**src/rtl/instr_fetch_decode_if.sv**
```systemverilog
// rtl/instr_fetch_decode_if.sv - instruction memory read port (req/ready)
interface instr_fetch_decode_if #(
  parameter int ADDR_W = 64
);
  logic              imem_req;
  logic [ADDR_W-1:0] imem_addr;
  logic              imem_ready;
  logic [31:0]       imem_rdata;

  modport master (output imem_req, imem_addr, input imem_ready, imem_rdata);
  modport slave  (input imem_req, imem_addr, output imem_ready, imem_rdata);
endinterface

```
**src/rtl/instr_fetch_decode.sv**
```systemverilog
// rtl/instr_fetch_decode.sv - fetches one instruction per request and presents its decoded fields
module instr_fetch_decode #(
  parameter int ADDR_W  = 64,
  parameter int TIMEOUT = 16
) (
  input  logic                 clock,
  input  logic                 reset,
  input  logic [ADDR_W-1:0]    pc,
  input  logic                 fetch_start,
  instr_fetch_decode_if.master imem,
  output logic                 busy,
  output logic                 instr_valid,
  output logic [6:0]           Op,
  output logic [4:0]           rd,
  output logic [4:0]           rs1,
  output logic [4:0]           rs2,
  output logic [2:0]           funct3,
  output logic [6:0]           funct7,
  output logic [63:0]          imm,
  output logic                 illegal,
  output logic                 misaligned,
  output logic                 timeout_err
);
  typedef enum logic [1:0] {S_IDLE, S_REQ, S_DECODE} state_t;

  localparam logic [7:0] LAST_WAIT = 8'(TIMEOUT - 1);

  state_t      state, state_nxt;
  logic [7:0]  wait_cnt;
  logic [31:0] ir;
  logic [63:0] imm_dec;
  logic        illegal_dec;
  logic        start_any, start_ok, start_bad, xfer, expire;

  assign start_any = (state == S_IDLE) && fetch_start;
  assign start_ok  = start_any && (pc[1:0] == 2'b00);
  assign start_bad = start_any && (pc[1:0] != 2'b00);
  assign xfer      = (state == S_REQ) && imem.imem_ready;
  // Fires on the TIMEOUT-th unanswered edge counted from the request edge.
  assign expire    = (state == S_REQ) && !imem.imem_ready && (wait_cnt == LAST_WAIT);

  always_ff @(posedge clock or negedge reset) begin
    if (!reset) state <= S_IDLE;
    else        state <= state_nxt;
  end

  always_comb begin
    state_nxt = state;
    case (state)
      S_IDLE:   if (start_ok) state_nxt = S_REQ;
      S_REQ:    if (xfer) state_nxt = S_DECODE;
                else if (expire) state_nxt = S_IDLE;
      S_DECODE: state_nxt = S_IDLE;
      default:  state_nxt = S_IDLE;
    endcase
  end

  always_comb begin
    busy          = (state != S_IDLE);
    imem.imem_req = (state == S_REQ);
  end

  always_comb begin
    imm_dec     = '0;
    illegal_dec = 1'b0;
    case (ir[6:0])
      7'b0000011, 7'b0010011, 7'b0011011, 7'b1100111, 7'b1110011:
        imm_dec = {{52{ir[31]}}, ir[31:20]};
      7'b0100011: imm_dec = {{52{ir[31]}}, ir[31:25], ir[11:7]};
      7'b1100011: imm_dec = {{52{ir[31]}}, ir[7], ir[30:25], ir[11:8], 1'b0};
      7'b0110111, 7'b0010111: imm_dec = {{32{ir[31]}}, ir[31:12], 12'b0};
      7'b1101111: imm_dec = {{44{ir[31]}}, ir[19:12], ir[20], ir[30:21], 1'b0};
      7'b0110011, 7'b0111011: imm_dec = '0;
      default: illegal_dec = 1'b1;
    endcase
  end

  always_ff @(posedge clock or negedge reset) begin
    if (!reset) begin
      imem.imem_addr <= '0;
      wait_cnt       <= '0;
      ir             <= '0;
      instr_valid    <= 1'b0;
      Op             <= '0;
      rd             <= '0;
      rs1            <= '0;
      rs2            <= '0;
      funct3         <= '0;
      funct7         <= '0;
      imm            <= '0;
      illegal        <= 1'b0;
      misaligned     <= 1'b0;
      timeout_err    <= 1'b0;
    end else begin
      if (start_any) begin
        instr_valid <= start_bad;
        misaligned  <= start_bad;
        illegal     <= 1'b0;
        timeout_err <= 1'b0;
      end
      if (start_ok) begin
        imem.imem_addr <= pc;
        wait_cnt       <= '0;
      end
      // A misaligned request completes immediately with an all-zero instruction.
      if (start_bad) begin
        Op     <= '0;
        rd     <= '0;
        rs1    <= '0;
        rs2    <= '0;
        funct3 <= '0;
        funct7 <= '0;
        imm    <= '0;
      end
      if (state == S_REQ && !imem.imem_ready) wait_cnt <= wait_cnt + 8'd1;
      if (xfer) ir <= imem.imem_rdata;
      if (expire) timeout_err <= 1'b1;
      if (state == S_DECODE) begin
        Op          <= ir[6:0];
        rd          <= ir[11:7];
        rs1         <= ir[19:15];
        rs2         <= ir[24:20];
        funct3      <= ir[14:12];
        funct7      <= ir[31:25];
        imm         <= imm_dec;
        illegal     <= illegal_dec;
        instr_valid <= 1'b1;
      end
    end
  end
endmodule

```
**src/flat_wrapper.sv**
```systemverilog
// flat-port wrapper written by rule: the top's interface ports become plain ports
module instr_fetch_decode_flat 
#(
  parameter int ADDR_W  = 64,
  parameter int TIMEOUT = 16
)
  (clock, reset, pc, fetch_start, busy, instr_valid, Op, rd, rs1, rs2, funct3, funct7, imm, illegal, misaligned, timeout_err, imem_imem_req, imem_imem_addr, imem_imem_ready, imem_imem_rdata);
  instr_fetch_decode_if #(.ADDR_W(ADDR_W)) imem_i ();
  input  logic clock;
  input  logic reset;
  input  logic [ADDR_W-1:0] pc;
  input  logic fetch_start;
  output logic busy;
  output logic instr_valid;
  output logic [6:0] Op;
  output logic [4:0] rd;
  output logic [4:0] rs1;
  output logic [4:0] rs2;
  output logic [2:0] funct3;
  output logic [6:0] funct7;
  output logic [63:0] imm;
  output logic illegal;
  output logic misaligned;
  output logic timeout_err;
  output wire logic [$bits(imem_i.imem_req)-1:0] imem_imem_req;
  output wire logic [$bits(imem_i.imem_addr)-1:0] imem_imem_addr;
  input wire logic [$bits(imem_i.imem_ready)-1:0] imem_imem_ready;
  input wire logic [$bits(imem_i.imem_rdata)-1:0] imem_imem_rdata;
  assign imem_imem_req = imem_i.imem_req;
  assign imem_imem_addr = imem_i.imem_addr;
  assign imem_i.imem_ready = imem_imem_ready;
  assign imem_i.imem_rdata = imem_imem_rdata;
  instr_fetch_decode #(.ADDR_W(ADDR_W), .TIMEOUT(TIMEOUT)) u_core (.clock(clock), .reset(reset), .pc(pc), .fetch_start(fetch_start), .imem(imem_i), .busy(busy), .instr_valid(instr_valid), .Op(Op), .rd(rd), .rs1(rs1), .rs2(rs2), .funct3(funct3), .funct7(funct7), .imm(imm), .illegal(illegal), .misaligned(misaligned), .timeout_err(timeout_err));
endmodule
```
**config.mk**
```make
export PLATFORM = sky130hd
export DESIGN_NAME = instr_fetch_decode_flat
export DESIGN_NICKNAME = d
export VERILOG_FILES = /design/src/rtl/instr_fetch_decode_if.sv /design/src/rtl/instr_fetch_decode.sv /design/src/flat_wrapper.sv
export SDC_FILE = /design/constraint.sdc
export NUM_CORES = 1
export LEC_CHECK = 0
export ABC_AREA = 1
export BUFFER_PORTS_ARGS = -buffer_cell sky130_fd_sc_hd__buf_2
export CAP_MARGIN = 20
export CORE_ASPECT_RATIO = 1.25
export CORE_MARGIN = 2
export CORE_UTILIZATION = 50
export CTS_BUF_LIST = sky130_fd_sc_hd__clkbuf_16
export DETAILED_ROUTE_END_ITERATION = 8
export GPL_TIMING_DRIVEN = 0
export PLACE_DENSITY_LB_ADDON = 0.1
export SETUP_SLACK_MARGIN = 0.02
export SYNTH_ARGS = -nofsm -noshare
export SYNTH_HDL_FRONTEND = slang
export SYNTH_SLANG_ARGS = --single-unit
```
**constraint.sdc**
```tcl
create_clock -name clock -period 2.44 [get_ports clock]
set_input_delay 0.244 -clock clock [delete_from_list [all_inputs] [get_ports clock]]
set_output_delay 0.244 -clock clock [all_outputs]
set_load 0.01 [all_outputs]
```
# Word level (Yosys, flattened, before mapping)
# Index checks and enable logic that the tools add are counted.
totals:
  ff_bits: 206
  latch_bits: 0
  ram_bits: 0
  mem_bits_ro: 0
  in_bits: 100
  output_inout_bits: 166
  word_cells: 76
  mem_count: 0
classes:
  add_sub_neg: 1
  n_mul: 0
  div_mod_pow: 0
  order_cmp: 0
  n_eq_ne: 17
  shift: 0
  mux: 24
  n_bitwise: 0
  reduce_logical: 19
op_table:
  columns: ["operator", "n"]
  rows:
  - ["$pmux W64 S5", 1]
  - ["$mux W64", 2]
  - ["$eq A7 B6 Y1 const B", 4]
  - ["$eq A7 B7 Y1 const B", 4]
  - ["$eq A7 B5 Y1 const B", 3]
  - ["$mux W7", 3]
  - ["$mux W5", 4]
  - ["$mux W8", 2]
  - ["$reduce_bool A2 Y1", 6]
  - ["$reduce_or A12 Y1", 1]
  - ["$add A8 B1 Y8 const B", 1]
  - ["$eq A8 B4 Y1 const B", 1]
  - ["$eq A7 B2 Y1 const B", 1]
  - ["$logic_and A1 B1 Y1", 6]
  - ["$mux W1", 6]
  - ["$mux W2", 3]
  - ["$mux W3", 2]
  - ["$reduce_or A5 Y1", 1]
  - ["$logic_not A2 Y1", 2]
  - ["$pmux W2 S2", 1]
  - ["$ne A3 B1 Y1 const B", 1]
  - ["$eq A2 B1 Y1 const B", 1]
  - ["$eq A2 B2 Y1 const B", 1]
  - ["$ne A2 B1 Y1 const B", 1]
  - ["other kinds (3)", 3]

# Longest topological paths before layout
logic_depth:
  depth_word: 6
  depth_mapped: 11
  ltp_nobuf: 9

# Worst setup path after synthesis
# OpenSTA, ideal clock, no wires.
synth_timing:
  path_kind: "reg-to-reg"
  from: "register u_core.state[1]"
  to: "register u_core.wait_cnt[3]"
  setup_time_ps: 134
  arrival_ps: 1338
  required_ps: 2306
  path_slack_ps: 967
  stages_incl_launch_ff: 8
  n_path_buf: 1
  path_cell_list: "dfrtp_1 > nor2_1 > nand2_1 > nor3_4 > inv_2 > buf_2 > nand2_1 > o22ai_1"
synth_via:
  elab_chain_len: 4
  elab_cells_between_ends: 7
  classes_between: "eq/ne (1); mux (1); reduce/logical (5)"
synth_rtl:
  columns: ["element", "line", "text"]
  rows:
  - ["start: declaration", "instr_fetch_decode.sv:28", "state_t state, state_nxt;"]
  - ["start signal: assignment", "instr_fetch_decode.sv:44", "else state <= state_nxt;"]
  - ["$logic_not A2 Y1", "instr_fetch_decode.sv:35", "assign start_any = (state == S_IDLE) && fetch_start;"]
  - ["$logic_and A1 B1 Y1", "instr_fetch_decode.sv:35", null]
  - ["$logic_and A1 B1 Y1", "instr_fetch_decode.sv:36", "assign start_ok = start_any && (pc[1:0] == 2'b00);"]
  - ["$reduce_bool A2 Y1 (no line)", null, null]
  - ["end signal: assignment", "instr_fetch_decode.sv:115", "if (state == S_REQ && !imem.imem_ready) wait_cnt <= wait_cnt + 8'd1;"]
  - ["end: declaration", "instr_fetch_decode.sv:29", "logic [7:0] wait_cnt;"]
# Parallel ways exist; a longest one is shown, timed or not.
# A chain may end at the register's enable or synchronous reset.

# Worst setup path in the final report
# Ends and elaborated chain as after synthesis.

==> run summary <==
worst r2r dst -> u_core.wait_cnt[3]
DRC violations left -> 0
clock latency on the worst-skew pair -> 0.44 ns
final WL -> 20500 um
library cells used by synthesis -> 24
clk root buf -> clkbuf_16
H-tree depth -> 4
YS warnings -> 0
register area share after synthesis -> 0.579
Tot GR Track Use -> 0.265
HP Class -> in -> reg
peak supply drop -> 424 uV
Crit Path Category -> reg -> reg
Num CTS Buffers -> 17
FF-to-FF setup slack -> 0.44 ns
Initial Util -> 0.507
hold_buf cts -> 28
setup TNS -> 0 ns
Synth Instances -> 909
endpoints failing hold -> 0
post-CTS sizing -> 0
CP Data Required Time -> 2.74 ns
max_cap viols -> 0
RSZ-0062 raised after global routing -> no
power density over cell area -> 816 nW/um^2
DR vias/cell -> 4.84
initial antenna violation count -> 2
Final #Nets -> 1323
slew at the pin closest to its max-slew limit -> 0.930 ns
Post-Route Skew -> 0.0103 ns
Worst Path Arrival -> 2.30 ns
P_leak -> 6.00 nW
achievable frequency -> 500 MHz
Setup Buffers After CTS -> 0
synthesized area -> 7520 sq um
final hold slack -> 0.0106 ns
IO Port Bufs -> 265
run status -> finished, final reports clean
hpwl dp -> 14900 um
#FFs+latches synth -> 174
Die Ht -> 141 um
CTS tree -> done
max-slew violation count -> 0
Die Area -> 16100 sq um
min Tclk post-route -> 2.00 ns
CP startpoint -> u_core.state[1]
Pre-Repair DR Iteration Count -> 5
largest net degree at the start of global routing -> 101
Wirelength per Cell -> 14.5 um
# rows -> 50
CP Capture Type -> flip-flop
Worst R2R Path Depth -> 7
vias in the first global route -> 6687
fraction of layout cells with a size suffix above 1 -> 0.294
Rel. slew slack -> 0.380
end point of the critical path -> u_core.wait_cnt[3]
clk buf depth -> 2
DRT antenna net count -> 0
routability congestion estimate -> 0.906
CORE AREA -> 14800 sq um
clock-pin slew on the worst setup and hold paths -> 0.07 ns
top-level port count -> 266
Die X -> 114 um
first-pass GRT wire length -> 33300 um
fin crit share -> 0.820
CP startpoint kind -> flip-flop
vias -> 6865
GRT overflow -> 0
worst-path fanout max -> 10
area grow syn2layout -> 32.7%
Net Count, Synth -> 1010
setup violators final -> 0
syn avg cell area -> 8.28 sq um
TritonCTS Sinks -> 174
Initial DRC Count -> 358
reg2reg start -> u_core.state[1]
==> where the power goes <==
group / total, mW / internal [mW] / switching, mW
logic: 1.66 / 0.637 / 1.02
clock network: 2.72 / 1.52 / 1.20
registers: 3.77 / 3.39 / 0.375
==> kinds of logic after synthesis <==
logic type	Yosys count	synth area share
fa+ha+maj	1	0.00166
xor+xnor	3	0.00349
compound gates	68	0.0527
flops	174	0.579
simple gates	545	0.284
buf+inv	118	0.0798
==> state kept, by name, indices dropped and copies added (netlist names), 2 cells and up <==
register               cells
u_core.imem.imem_addr     64
u_core.imm                32
u_core.ir                 32
u_core.wait_cnt            8
u_core.Op                  7
u_core.funct7              7
u_core.rd                  5
u_core.rs1                 5
u_core.rs2                 5
u_core.funct3              3
u_core.state               2
==> how the worst min path moves through the flow <==
| stage | start | endpoint | slack (ns) | cells after the start |
|---|---|---|---|---|
| final | pc[15] | u_core.imem.imem_addr[15] | 0.01 | 3 |
| after floorplan | reset | u_core.Op[0] | -0.05 | 0 |
| after detailed placement | reset | u_core.funct7[5] | 0.33 | 1 |
| after global routing | pc[46] | u_core.imem.imem_addr[46] | 0.01 | 3 |
| after global placement | pc[21] | u_core.imem.imem_addr[21] | 0.44 | 3 |
| after CTS | pc[15] | u_core.imem.imem_addr[15] | 0.0003 | 3 |
==> layout make-up <==
| class | count | area (sq um) |
|---|---|---|
| timing repair buffer | 294 | 1640 |
| inverter | 42 | 158 |
| antenna | 2 | 5.00 |
| sequential | 174 | 4350 |
| clock buffer | 17 | 425 |
| tap | 182 | 228 |
| multi-input combinational | 617 | 2570 |
| buffer | 76 | 443 |
| fill | 1265 | 4840 |
| clock inverter | 15 | 160 |
==> critical path, cell delays in order (launching register included) <==
cell     delay [ns]
dfrtp_1        0.43
nor2_1         0.20
nand2_1        0.20
nor3_4         0.43
inv_2          0.18
buf_2          0.23
nand2_1        0.11
o22ai_1        0.08
==> layer usage <==
layer  track usage  routed length (um)
met2         0.451               10300
met1         0.313                8030
met4         0.117                 679
met5             0                  24
met3        0.0770                1460
==> synth_stat cells, drive strengths merged <==
cell type / n / area, sq um
inv: 42 / 158
nor4: 1 / 6.26
nand2: 451 / 1700
clkbuf: 17 / 63.8
a22o: 13 / 114
o22ai: 3 / 18.8
nor3: 1 / 16.3
buf: 59 / 379
ha: 1 / 12.5
a21oi: 2 / 10.0
nand3: 50 / 250
nor2: 42 / 165
o21ai: 48 / 240
xor2: 2 / 17.5
dfrtp: 174 / 4350
a31oi: 1 / 6.26
o211ai: 1 / 7.51
xnor2: 1 / 8.76
==> layout by cell type (no fill, tap or decap), drive strengths merged <==
master / netlist / routed
dlygate4sd3: 0 / 28
ha: 1 / 1
nand2: 451 / 451
clkinvlp: 0 / 1
o22ai: 3 / 3
xnor2: 1 / 1
buf: 59 / 325
a31oi: 1 / 1
o211ai: 1 / 1
nor3: 1 / 1
nor2: 42 / 42
nor4: 1 / 1
xor2: 2 / 2
inv: 42 / 49
dfrtp: 174 / 174
bufinv: 0 / 2
o21ai: 48 / 48
diode: 0 / 2
a22o: 13 / 13
clkinv: 0 / 5
clkbuf: 17 / 34
nand3: 50 / 50
a21oi: 2 / 2
==> stage by stage <==
step                      std cells  setup WS [ns]  utilization  instance area [sq um]  power, mW
after floorplan                 909          0.967            -                   7520       4.62
after global placement         1356          -1.61        0.612                   9080       5.38
after detailed placement       1357          0.392        0.615                   9110       5.43
after CTS                      1417          0.378        0.673                   9980       8.19
after global routing           1417          0.194        0.673                   9980       8.59
final                          1419          0.440        0.674                   9990       8.15
Note: power is estimated with default switching activity, not from simulation.
